[config.mk]
export PLATFORM = sky130hd
export DESIGN_NAME = v2f_alu_sched_flat
export DESIGN_NICKNAME = d
export VERILOG_FILES = /design/src/rtl/v2f_alu_sched_if.sv /design/src/rtl/v2f_alu_sched.sv /design/src/flat_wrapper.sv
export SDC_FILE = /design/constraint.sdc
export NUM_CORES = 1
export LEC_CHECK = 0
export CORE_AREA = 2 2 161 163
export CTS_BUF_LIST = sky130_fd_sc_hd__clkbuf_16
export DETAILED_ROUTE_END_ITERATION = 8
export DIE_AREA = 0 0 163 165
export GPL_TIMING_DRIVEN = 0
export HOLD_SLACK_MARGIN = 0.06
export PLACE_DENSITY = 0.69
export SETUP_SLACK_MARGIN = 0.2
export SYNTH_ARGS = -nofsm -noshare
export SYNTH_HDL_FRONTEND = slang
export SYNTH_SLANG_ARGS = --single-unit
[constraint.sdc]
create_clock -name clk -period 4.9 [get_ports clk]
set_input_delay 1.47 -clock clk [delete_from_list [all_inputs] [get_ports clk]]
set_output_delay 1.47 -clock clk [all_outputs]
set_load 0.02 [all_outputs]
[src/rtl/v2f_alu_sched_if.sv]
// Bundle between the requesting cells, the scheduler and the shared arithmetic unit.
// resp_dz exists only when V2F_ALU_SCHED_DIVZERO_EN is defined.
interface v2f_alu_sched_if #(
  parameter int N_REQ = 4,
  parameter int WIDTH = 32,
  parameter int OPW   = 4
);
  logic [N_REQ-1:0]       req_valid;
  logic [N_REQ-1:0]       req_ready;
  logic [N_REQ*OPW-1:0]   req_op;
  logic [N_REQ*WIDTH-1:0] req_a;
  logic [N_REQ*WIDTH-1:0] req_b;
  logic                   alu_issue;
  logic [OPW-1:0]         alu_op;
  logic [WIDTH-1:0]       alu_a;
  logic [WIDTH-1:0]       alu_b;
  logic [WIDTH-1:0]       alu_y;
  logic [N_REQ-1:0]       resp_valid;
  logic [WIDTH-1:0]       resp_y;
  logic                   busy;
`ifdef V2F_ALU_SCHED_DIVZERO_EN
  logic                   resp_dz;

  modport master (
    output req_valid, req_op, req_a, req_b, alu_y,
    input  req_ready, alu_issue, alu_op, alu_a, alu_b, resp_valid, resp_y, busy, resp_dz
  );
  modport slave (
    input  req_valid, req_op, req_a, req_b, alu_y,
    output req_ready, alu_issue, alu_op, alu_a, alu_b, resp_valid, resp_y, busy, resp_dz
  );
`else
  modport master (
    output req_valid, req_op, req_a, req_b, alu_y,
    input  req_ready, alu_issue, alu_op, alu_a, alu_b, resp_valid, resp_y, busy
  );
  modport slave (
    input  req_valid, req_op, req_a, req_b, alu_y,
    output req_ready, alu_issue, alu_op, alu_a, alu_b, resp_valid, resp_y, busy
  );
`endif
endinterface

[src/rtl/v2f_alu_sched.sv]
// Round-robin scheduler time-sharing one pipelined ALU among N_REQ requesters.
// Optional macro V2F_ALU_SCHED_DIVZERO_EN: div/mod by zero bypasses the unit and returns 0 with resp_dz.
module v2f_alu_sched #(
  parameter int N_REQ = 4,
  parameter int WIDTH = 32,
  parameter int LAT   = 2,
  parameter int OPW   = 4
) (
  input logic            clk,
  input logic            rst,
  v2f_alu_sched_if.slave bus
);
  localparam int IDW = $clog2(N_REQ);

  logic [IDW-1:0]   ptr_q, ptr_d;
  logic             grantFound;
  logic [IDW-1:0]   grantId;
  logic             xfer;
  logic [OPW-1:0]   grantOp;
  logic [WIDTH-1:0] grantA, grantB;
  logic             grantDz;

  logic             s0Vld_q, s0Vld_d;
  logic             s0Dz_q, s0Dz_d;
  logic [IDW-1:0]   s0Id_q, s0Id_d;
  logic [OPW-1:0]   op_q, op_d;
  logic [WIDTH-1:0] a_q, a_d, b_q, b_d;

  logic [LAT-1:0]   tagVld_q, tagVld_d;
  logic [LAT-1:0]   tagDz_q, tagDz_d;
  logic [IDW-1:0]   tagId_q [LAT];
  logic [IDW-1:0]   tagId_d [LAT];

  logic [N_REQ-1:0] respVld_q, respVld_d;
  logic [WIDTH-1:0] respY_q, respY_d;
`ifdef V2F_ALU_SCHED_DIVZERO_EN
  logic             respDz_q, respDz_d;
`endif

  // Search from ptr upward first, then wrap to the indices below ptr.
  always_comb begin
    grantFound = 1'b0;
    grantId    = '0;
    for (int i = 0; i < N_REQ; i++) begin
      if (!grantFound && bus.req_valid[i] && (i >= int'(ptr_q))) begin
        grantFound = 1'b1;
        grantId    = IDW'(i);
      end
    end
    for (int i = 0; i < N_REQ; i++) begin
      if (!grantFound && bus.req_valid[i] && (i < int'(ptr_q))) begin
        grantFound = 1'b1;
        grantId    = IDW'(i);
      end
    end
  end

  assign xfer = grantFound & ~rst;

  always_comb begin
    bus.req_ready = '0;
    grantOp       = '0;
    grantA        = '0;
    grantB        = '0;
    for (int i = 0; i < N_REQ; i++) begin
      if (IDW'(i) == grantId) begin
        bus.req_ready[i] = xfer;
        grantOp          = bus.req_op[i*OPW +: OPW];
        grantA           = bus.req_a[i*WIDTH +: WIDTH];
        grantB           = bus.req_b[i*WIDTH +: WIDTH];
      end
    end
  end

`ifdef V2F_ALU_SCHED_DIVZERO_EN
  assign grantDz = ((grantOp == OPW'(3)) || (grantOp == OPW'(4))) && (grantB == '0);
`else
  assign grantDz = 1'b0;
`endif

  always_comb begin
    ptr_d   = ptr_q;
    s0Vld_d = xfer;
    s0Dz_d  = 1'b0;
    s0Id_d  = grantId;
    op_d    = op_q;
    a_d     = a_q;
    b_d     = b_q;
    if (xfer) begin
      ptr_d  = (int'(grantId) == N_REQ - 1) ? '0 : grantId + IDW'(1);
      s0Dz_d = grantDz;
      // Bypassed ops leave the unit's operands untouched.
      if (!grantDz) begin
        op_d = grantOp;
        a_d  = grantA;
        b_d  = grantB;
      end
    end

    tagVld_d[0] = s0Vld_q;
    tagDz_d[0]  = s0Dz_q;
    tagId_d[0]  = s0Id_q;
    for (int k = 1; k < LAT; k++) begin
      tagVld_d[k] = tagVld_q[k-1];
      tagDz_d[k]  = tagDz_q[k-1];
      tagId_d[k]  = tagId_q[k-1];
    end

    // The deepest tag lines up with alu_y; capture it into the response register.
    respVld_d = '0;
    respY_d   = respY_q;
    for (int i = 0; i < N_REQ; i++) begin
      respVld_d[i] = tagVld_q[LAT-1] && (tagId_q[LAT-1] == IDW'(i));
    end
    if (tagVld_q[LAT-1]) begin
      respY_d = tagDz_q[LAT-1] ? '0 : bus.alu_y;
    end
`ifdef V2F_ALU_SCHED_DIVZERO_EN
    respDz_d = tagVld_q[LAT-1] & tagDz_q[LAT-1];
`endif
  end

  always_ff @(posedge clk) begin
    if (rst) begin
      ptr_q     <= '0;
      s0Vld_q   <= 1'b0;
      s0Dz_q    <= 1'b0;
      s0Id_q    <= '0;
      op_q      <= '0;
      a_q       <= '0;
      b_q       <= '0;
      tagVld_q  <= '0;
      tagDz_q   <= '0;
      for (int k = 0; k < LAT; k++) begin
        tagId_q[k] <= '0;
      end
      respVld_q <= '0;
      respY_q   <= '0;
`ifdef V2F_ALU_SCHED_DIVZERO_EN
      respDz_q  <= 1'b0;
`endif
    end else begin
      ptr_q     <= ptr_d;
      s0Vld_q   <= s0Vld_d;
      s0Dz_q    <= s0Dz_d;
      s0Id_q    <= s0Id_d;
      op_q      <= op_d;
      a_q       <= a_d;
      b_q       <= b_d;
      tagVld_q  <= tagVld_d;
      tagDz_q   <= tagDz_d;
      for (int k = 0; k < LAT; k++) begin
        tagId_q[k] <= tagId_d[k];
      end
      respVld_q <= respVld_d;
      respY_q   <= respY_d;
`ifdef V2F_ALU_SCHED_DIVZERO_EN
      respDz_q  <= respDz_d;
`endif
    end
  end

  assign bus.alu_issue  = s0Vld_q & ~s0Dz_q;
  assign bus.alu_op     = op_q;
  assign bus.alu_a      = a_q;
  assign bus.alu_b      = b_q;
  assign bus.resp_valid = respVld_q;
  assign bus.resp_y     = respY_q;
  assign bus.busy       = s0Vld_q | (|tagVld_q);
`ifdef V2F_ALU_SCHED_DIVZERO_EN
  assign bus.resp_dz    = respDz_q;
`endif
endmodule

[src/flat_wrapper.sv]
// flat-port wrapper written by rule: the top's interface ports become plain ports
module v2f_alu_sched_flat 
#(
  parameter int N_REQ = 4,
  parameter int WIDTH = 32,
  parameter int LAT   = 2,
  parameter int OPW   = 4
)
  (clk, rst, bus_req_valid, bus_req_op, bus_req_a, bus_req_b, bus_alu_y, bus_req_ready, bus_alu_issue, bus_alu_op, bus_alu_a, bus_alu_b, bus_resp_valid, bus_resp_y, bus_busy);
  v2f_alu_sched_if #(.N_REQ(N_REQ), .WIDTH(WIDTH), .OPW(OPW)) bus_i ();
  input logic clk;
  input logic rst;
  input wire logic [$bits(bus_i.req_valid)-1:0] bus_req_valid;
  input wire logic [$bits(bus_i.req_op)-1:0] bus_req_op;
  input wire logic [$bits(bus_i.req_a)-1:0] bus_req_a;
  input wire logic [$bits(bus_i.req_b)-1:0] bus_req_b;
  input wire logic [$bits(bus_i.alu_y)-1:0] bus_alu_y;
  output wire logic [$bits(bus_i.req_ready)-1:0] bus_req_ready;
  output wire logic [$bits(bus_i.alu_issue)-1:0] bus_alu_issue;
  output wire logic [$bits(bus_i.alu_op)-1:0] bus_alu_op;
  output wire logic [$bits(bus_i.alu_a)-1:0] bus_alu_a;
  output wire logic [$bits(bus_i.alu_b)-1:0] bus_alu_b;
  output wire logic [$bits(bus_i.resp_valid)-1:0] bus_resp_valid;
  output wire logic [$bits(bus_i.resp_y)-1:0] bus_resp_y;
  output wire logic [$bits(bus_i.busy)-1:0] bus_busy;
  assign bus_i.req_valid = bus_req_valid;
  assign bus_i.req_op = bus_req_op;
  assign bus_i.req_a = bus_req_a;
  assign bus_i.req_b = bus_req_b;
  assign bus_i.alu_y = bus_alu_y;
  assign bus_req_ready = bus_i.req_ready;
  assign bus_alu_issue = bus_i.alu_issue;
  assign bus_alu_op = bus_i.alu_op;
  assign bus_alu_a = bus_i.alu_a;
  assign bus_alu_b = bus_i.alu_b;
  assign bus_resp_valid = bus_i.resp_valid;
  assign bus_resp_y = bus_i.resp_y;
  assign bus_busy = bus_i.busy;
  v2f_alu_sched #(.N_REQ(N_REQ), .WIDTH(WIDTH), .LAT(LAT), .OPW(OPW)) u_core (.clk(clk), .rst(rst), .bus(bus_i));
endmodule
Yosys cells after proc, flatten, opt, wreduce, memory -nomap -nowiden
Memories as Yosys holds them, arrays and structs flattened.
Cells that the tools add are included.
{ "classes": {"n_lt_le_gt_ge": 6, "n_mux": 36, "bitwise_logic": 5, "n_reduce_logical": 25, "n_eq_ne": 7, "n_addsub": 1, "mul": 0, "shifts": 0, "div_mod_pow": 0} }
{ "ops": {"columns": ["cell", "n"], "rows": [
  ["32-bit two-way mux", 9],
  ["1-bit logical AND", 16],
  ["2-bit two-way mux", 8],
  ["4-bit two-way mux", 4],
  ["1-bit two-way mux", 15],
  ["1-bit zero test", 6],
  ["2-bit by 1-bit equality test with 1-bit output (second input constant)", 2],
  ["2-bit equality test (first input constant)", 2],
  ["2-bit equality test (second input constant)", 2],
  ["1-bit by 2-bit >= comparator with 1-bit output (first input constant)", 2],
  ["2-bit zero test", 2],
  ["1-bit by 2-bit < comparator with 1-bit output (first input constant)", 2],
  ["1-bit bitwise OR", 3],
  ["2-bit by 1-bit adder with 2-bit output (second input constant)", 1],
  ["1-bit by 2-bit equality test with 1-bit output (first input constant)", 1],
  ["2-bit >= comparator (first input constant)", 1],
  ["2-bit < comparator (first input constant)", 1],
  ["2-bit OR reduction", 1],
  ["1-bit bitwise AND", 1],
  ["1-bit NOT", 1]
]} }
{ "word_totals": {"ramBits": 4, "inputBits": 310, "mem_bits_ro": 0, "mem_count": 1, "latchBits": 0, "regBits": 113, "wordCells": 92} }
{ "mem_list": {"columns": ["memory", "depth", "word_bits", "rd", "rd_clocked_by_memory_dff", "wr", "line", "text"], "rows": [
  ["u_core.tagId_q", 2, 2, 2, 0, 2, "v2f_alu_sched.sv:31", "logic [IDW-1:0] tagId_q [LAT];"]
]} }

Depth between registers and ports, before layout
Gate-level depths: netlist of the first run.
{ "logic_depth": {"depth_word": 31, "depth_mapped": 11, "mapped_depth_nobuf": 7} }

Least setup slack after synthesis of the first run
No wires, ideal clock.
{ "synth_timing": {"path_type": "input port to output port", "from": "input bus_req_valid[1]", "to": "output bus_req_ready[2]", "path_buffers": 2, "required_time_ns": 3.430, "t_arrival_ns": 2.966, "path_slack_ns": 0.464, "cell_stages": 6, "path_cell_list": "nor3b_1 > or3_1 > ha_1 > clkbuf_1 > clkbuf_1 > and3_1"} }
{ "synth_between": {"elab_chain_len": 24} }
{ "synth_rtl": {"columns": ["element", "line", "text"], "rows": [
  ["from (decl)", "flat_wrapper.sv:13", "input wire logic [$bits(bus_i.req_valid)-1:0] bus_req_valid;"],
  ["1-bit logical AND (2 in series)", "v2f_alu_sched.sv:45", "if (!grantFound && bus.req_valid[i] && (i >= int'(ptr_q))) begin"],
  ["1-bit two-way mux", "v2f_alu_sched.sv:45", null],
  ["1-bit zero test", "v2f_alu_sched.sv:45", null],
  ["1-bit logical AND (2 in series)", "v2f_alu_sched.sv:45", null],
  ["1-bit two-way mux", "v2f_alu_sched.sv:45", null],
  ["1-bit zero test", "v2f_alu_sched.sv:45", null],
  ["1-bit logical AND", "v2f_alu_sched.sv:45", null],
  ["1-bit two-way mux", "v2f_alu_sched.sv:45", null],
  ["(+4 left out)", null, null],
  ["1-bit zero test", "v2f_alu_sched.sv:51", "if (!grantFound && bus.req_valid[i] && (i < int'(ptr_q))) begin"],
  ["1-bit logical AND (2 in series)", "v2f_alu_sched.sv:51", null],
  ["1-bit two-way mux", "v2f_alu_sched.sv:51", null],
  ["1-bit zero test", "v2f_alu_sched.sv:51", null],
  ["1-bit logical AND (2 in series)", "v2f_alu_sched.sv:51", null],
  ["2-bit two-way mux / 1-bit two-way mux (equally long branches)", "v2f_alu_sched.sv:51", null],
  ["2-bit equality test / 1-bit bitwise AND (equally long branches)", "v2f_alu_sched.sv:66, v2f_alu_sched.sv:58", null],
  ["1-bit two-way mux (*)", "v2f_alu_sched.sv:66", "if (IDW'(i) == grantId) begin"],
  ["to (decl)", "flat_wrapper.sv:18", "output wire logic [$bits(bus_i.req_ready)-1:0] bus_req_ready;"]
]} }
Mark *: on every way between the ends. The rest lies on a longest branch, timed or not.

Final worst setup path of the first run
{ "layout_timing": {"from": "input bus_req_valid[3]", "to": "output bus_req_ready[0]"} }
{ "layout_between": {"elab_chain_len": 16} }
{ "layout_rtl": {"columns": ["element", "line"], "rows": [
  ["1-bit logical AND (*)", "v2f_alu_sched.sv:45"],
  ["1-bit two-way mux", "v2f_alu_sched.sv:45"],
  ["1-bit zero test", "v2f_alu_sched.sv:51"],
  ["1-bit logical AND (2 in series)", "v2f_alu_sched.sv:51"],
  ["1-bit two-way mux", "v2f_alu_sched.sv:51"],
  ["1-bit zero test", "v2f_alu_sched.sv:51"],
  ["1-bit logical AND (2 in series)", "v2f_alu_sched.sv:51"],
  ["1-bit two-way mux", "v2f_alu_sched.sv:51"],
  ["1-bit zero test", "v2f_alu_sched.sv:51"],
  ["1-bit logical AND (2 in series)", "v2f_alu_sched.sv:51"],
  ["1-bit two-way mux / 2-bit two-way mux (equally long branches)", "v2f_alu_sched.sv:51"],
  ["1-bit bitwise AND / 2-bit zero test (equally long branches)", "v2f_alu_sched.sv:58, v2f_alu_sched.sv:66"],
  ["1-bit two-way mux (*)", "v2f_alu_sched.sv:66"]
]} }
Marks and branches as above.

==> results_dict.tcl, run 1 <==
set metrics [dict create \
    rsz0062_at_grt "false" \
    die_w_um 163 \
    grt_pass1_wl_mm 45.2 \
    io_buffers 418 \
    clockBufferDepth 2 \
    synth_nets 1098 \
    globalplace.congestion 0.899 \
    yosysWarnings 0 \
    clock_skew_ps 14.4 \
    fmax_mhz 216 \
    wl_per_cell_um 20.0 \
    worstMarginPinSlew_ps 781 \
    drive_above_1_share_pct 6.24 \
    synth-edff-count 0 \
    drt-total-wl_mm 31.3 \
    post-synth-top-area-fraction_pct 36.7 \
    clkTransAtPathRegs_ps 60 \
    ys_types 32 \
    end_kind "output port" \
    synthArstFlopShare_pct 0 \
    dpl.hpwl_mm 24.1 \
    crit_path_start_kind "primary input" \
    grt_usage_pct 22.2 \
    stdcell_count 1565 \
    yosysSeqAreaShare_pct 36.7 \
    worstRegToRegCells 9 \
    cp.arrival_ps 3150 \
    area_growth_pct 83.8 \
    worstHoldPathCells 1 \
    relSlewSlack_pct 47.5 \
    ctsHtreeMaxLevel 4 \
    peakVddDrop_v 0.000200 \
    via_per_inst 5.00 \
    drtIter0Drc 544 \
    status "completed" \
    syn-mean-instance-area_sq_um 8.00 \
    clk_latency_ps 410 \
    vias 7822 \
    required_ps 3430 \
    reg2reg_slack_ps 1900 \
    core_area_sq_um 25000 \
    final.period_utilization_pct 94.3 \
    hold_viol_final 0 \
    grt_antenna_before_repair 1 \
    synthTopCellsByArea "dfxtp_1, a21oi_1, a221o_1, nand3b_1, mux2i_1" \
    min_to "u_core.tagId_q[0][3]" \
    grt_pass1_vias 7766 \
    r2r_end "u_core.bus.alu_op[2]" \
    drt_pass1_iterations 5 \
    drc 0 \
    critical_path_class "primary input to output port" \
    syn_area_sq_um 6270 \
    drv_cap 0 \
    clock-sinks 115 \
    std_cell_rows 58 \
    yosysTopAreaCell "dfxtp_1" \
    drv_slew 0 \
    crit_path_max_fanout 10 \
    synthCells 784 \
    final_nets 1535 \
    hp-start "u_core.tagId_q[0][1]" \
    cts_tree "done" \
    setup_ws_ps 277 \
    min_period_ps 4620 \
    hold_buffers 0 \
    synth_seq_cells 115 \
    pin_count 420 \
    cts-root-buf "clkbuf_16" \
    dp_cells 1532 \
    power_density_nw_per_um2 337 \
    start_util_pct 25.0 \
    cts_buffers 17 \
    dieArea_sq_um 26900 \
    die_h_um 165 \
    setup_viol 0 \
    min_path_type "flop to flop" \
    drtAntennaViolNets 0 \
    grt_max_degree 17 \
    power_leakage_nw 4.31 \
    yosysMostFrequentCell "a21oi_1" \
    r2r-start "u_core.ptr_q[1]" \
    ys_top_cells_by_count "a21oi_1, dfxtp_1, inv_1, a221o_1, nand3b_1" \
    pre_cts_ws_ps -1220 \
    synthFlopType "dfxtp_1" \
    grt_overflow 0 \
]
## logic make-up after synthesis
| kind of cell | Yosys count | share of synthesized area, % |
|---|---|---|
| buffers and inverters | 156 | 10.6 |
| flip-flops | 115 | 36.7 |
| adder cells (fa/ha/maj) | 4 | 0.798 |
| multiplexers | 33 | 5.27 |
| AND/OR/NAND/NOR | 126 | 12.9 |
| AO/OA/AOI/OAI | 350 | 33.7 |
## critical path, stage by stage
cell and delay, ps:
clkdlybuf4s15_2 280, a21oi_2 80, or3_4 400, ha_2 190
buf_8 150, buf_12 140, buf_8 140, and3_1 140
buf_4 160
## per-layer routing
layer / GRT usage, % / part of all wire (%) / wire [um] / up-vias
met5: 0 / 0 / 0 / -
li1: - / - / - / 3724
met4: 6.84 / 2.2 / 689 / 0
met3: 6.45 / 8.4 / 2630 / 45
met1: 26.2 / 41 / 12700 / 3650
met2: 38.8 / 49 / 15200 / 403
## cells in the final DEF (no fill, tap or decap), types with 4 or more instances in the layout
master and count:
a21oi_1 208, a221o_1 68, and3_1 4, buf_2 16, buf_6 9, clkbuf_1 54, clkbuf_16 17, clkbuf_8 4
clkdlybuf4s50_1 410, clkinvlp_4 4, dfxtp_1 115, inv_1 70, inv_6 4, mux2i_1 33, nand3b_1 68, nor2_1 33
nor2b_1 6, o21ai_1 64
## metrics by stage
stage / hold WS (ps) / TNS [ps] / cell area (sq um) / power (mW) / utilization, %
2_1_floorplan: 414 / 0 / 6270 / 1.90 / -
3_3_place_gp: 419 / -4200 / 10900 / 2.64 / 43.4
3_5_place_dp: 428 / -4400 / 10900 / 2.65 / 43.4
4_1_cts: 444 / 0 / 11500 / 3.91 / 46.0
5_1_grt: 466 / 0 / 11500 / 4.08 / 46.0
6_report: 438 / 0 / 11500 / 3.88 / 46.0
## area by class of cell
type                       instances  area (sq um)
fill                            2495         13500
clock buffer                      17           425
antenna                            1          2.50
clock inverter                    15           130
inverter                          70           263
timing repair buffer             418          4160
multi-input combinational        513          3340
buffer                            86           488
tap                              330           413
sequential                       115          2300
## sequential cells by signal, indices dropped and copies added, names as in the netlist
name,count
u_core.bus.resp_valid,4
u_core.s0Vld_q,1
u_core.s0Id_q,2
u_core.ptr_q,2
u_core.bus.alu_b,32
u_core.bus.alu_a,32
u_core.bus.alu_op,4
u_core.tagId_q,4
u_core.tagVld_q,2
u_core.bus.resp_y,32
## timing repair
item	CTS	global route
setup endpoints to repair	4	3
buffers inserted	0	0
resized for setup	61	7
pin swaps	1	3
## power breakdown
part           switching, mW  internal (mW)  total (mW)
Clock                  0.512          0.700        1.21
Sequential            0.0662           1.06        1.13
Combinational          0.768          0.776        1.54
Total                   1.35           2.54        3.88
## worst max-delay path by stage
stage	from	to	slack, ps	depth (start not counted)
2_1_floorplan	bus_req_valid[1]	bus_req_ready[2]	460	6
5_1_grt	bus_req_valid[0]	bus_req_ready[0]	210	10
3_5_place_dp	bus_req_valid[0]	bus_req_ready[3]	-1220	9
4_1_cts	bus_req_valid[3]	bus_req_ready[0]	250	9
3_3_place_gp	bus_req_valid[2]	bus_req_ready[2]	-1130	8
6_report	bus_req_valid[3]	bus_req_ready[0]	280	9
Note: power is estimated with default switching activity, not from simulation.
==> inputs of run 2 (changes only) <==
--- a/config.mk
+++ b/config.mk
@@ -5,6 +5,7 @@
 export SDC_FILE = /design/constraint.sdc
 export NUM_CORES = 1
 export LEC_CHECK = 0
+export ABC_CLOCK_PERIOD_IN_PS = 4900
 export CORE_AREA = 2 2 161 163
 export CTS_BUF_LIST = sky130_fd_sc_hd__clkbuf_16
 export DETAILED_ROUTE_END_ITERATION = 8
==> results of run 2 <==
Final layout, timing and power as in run 1 (identical DEF).
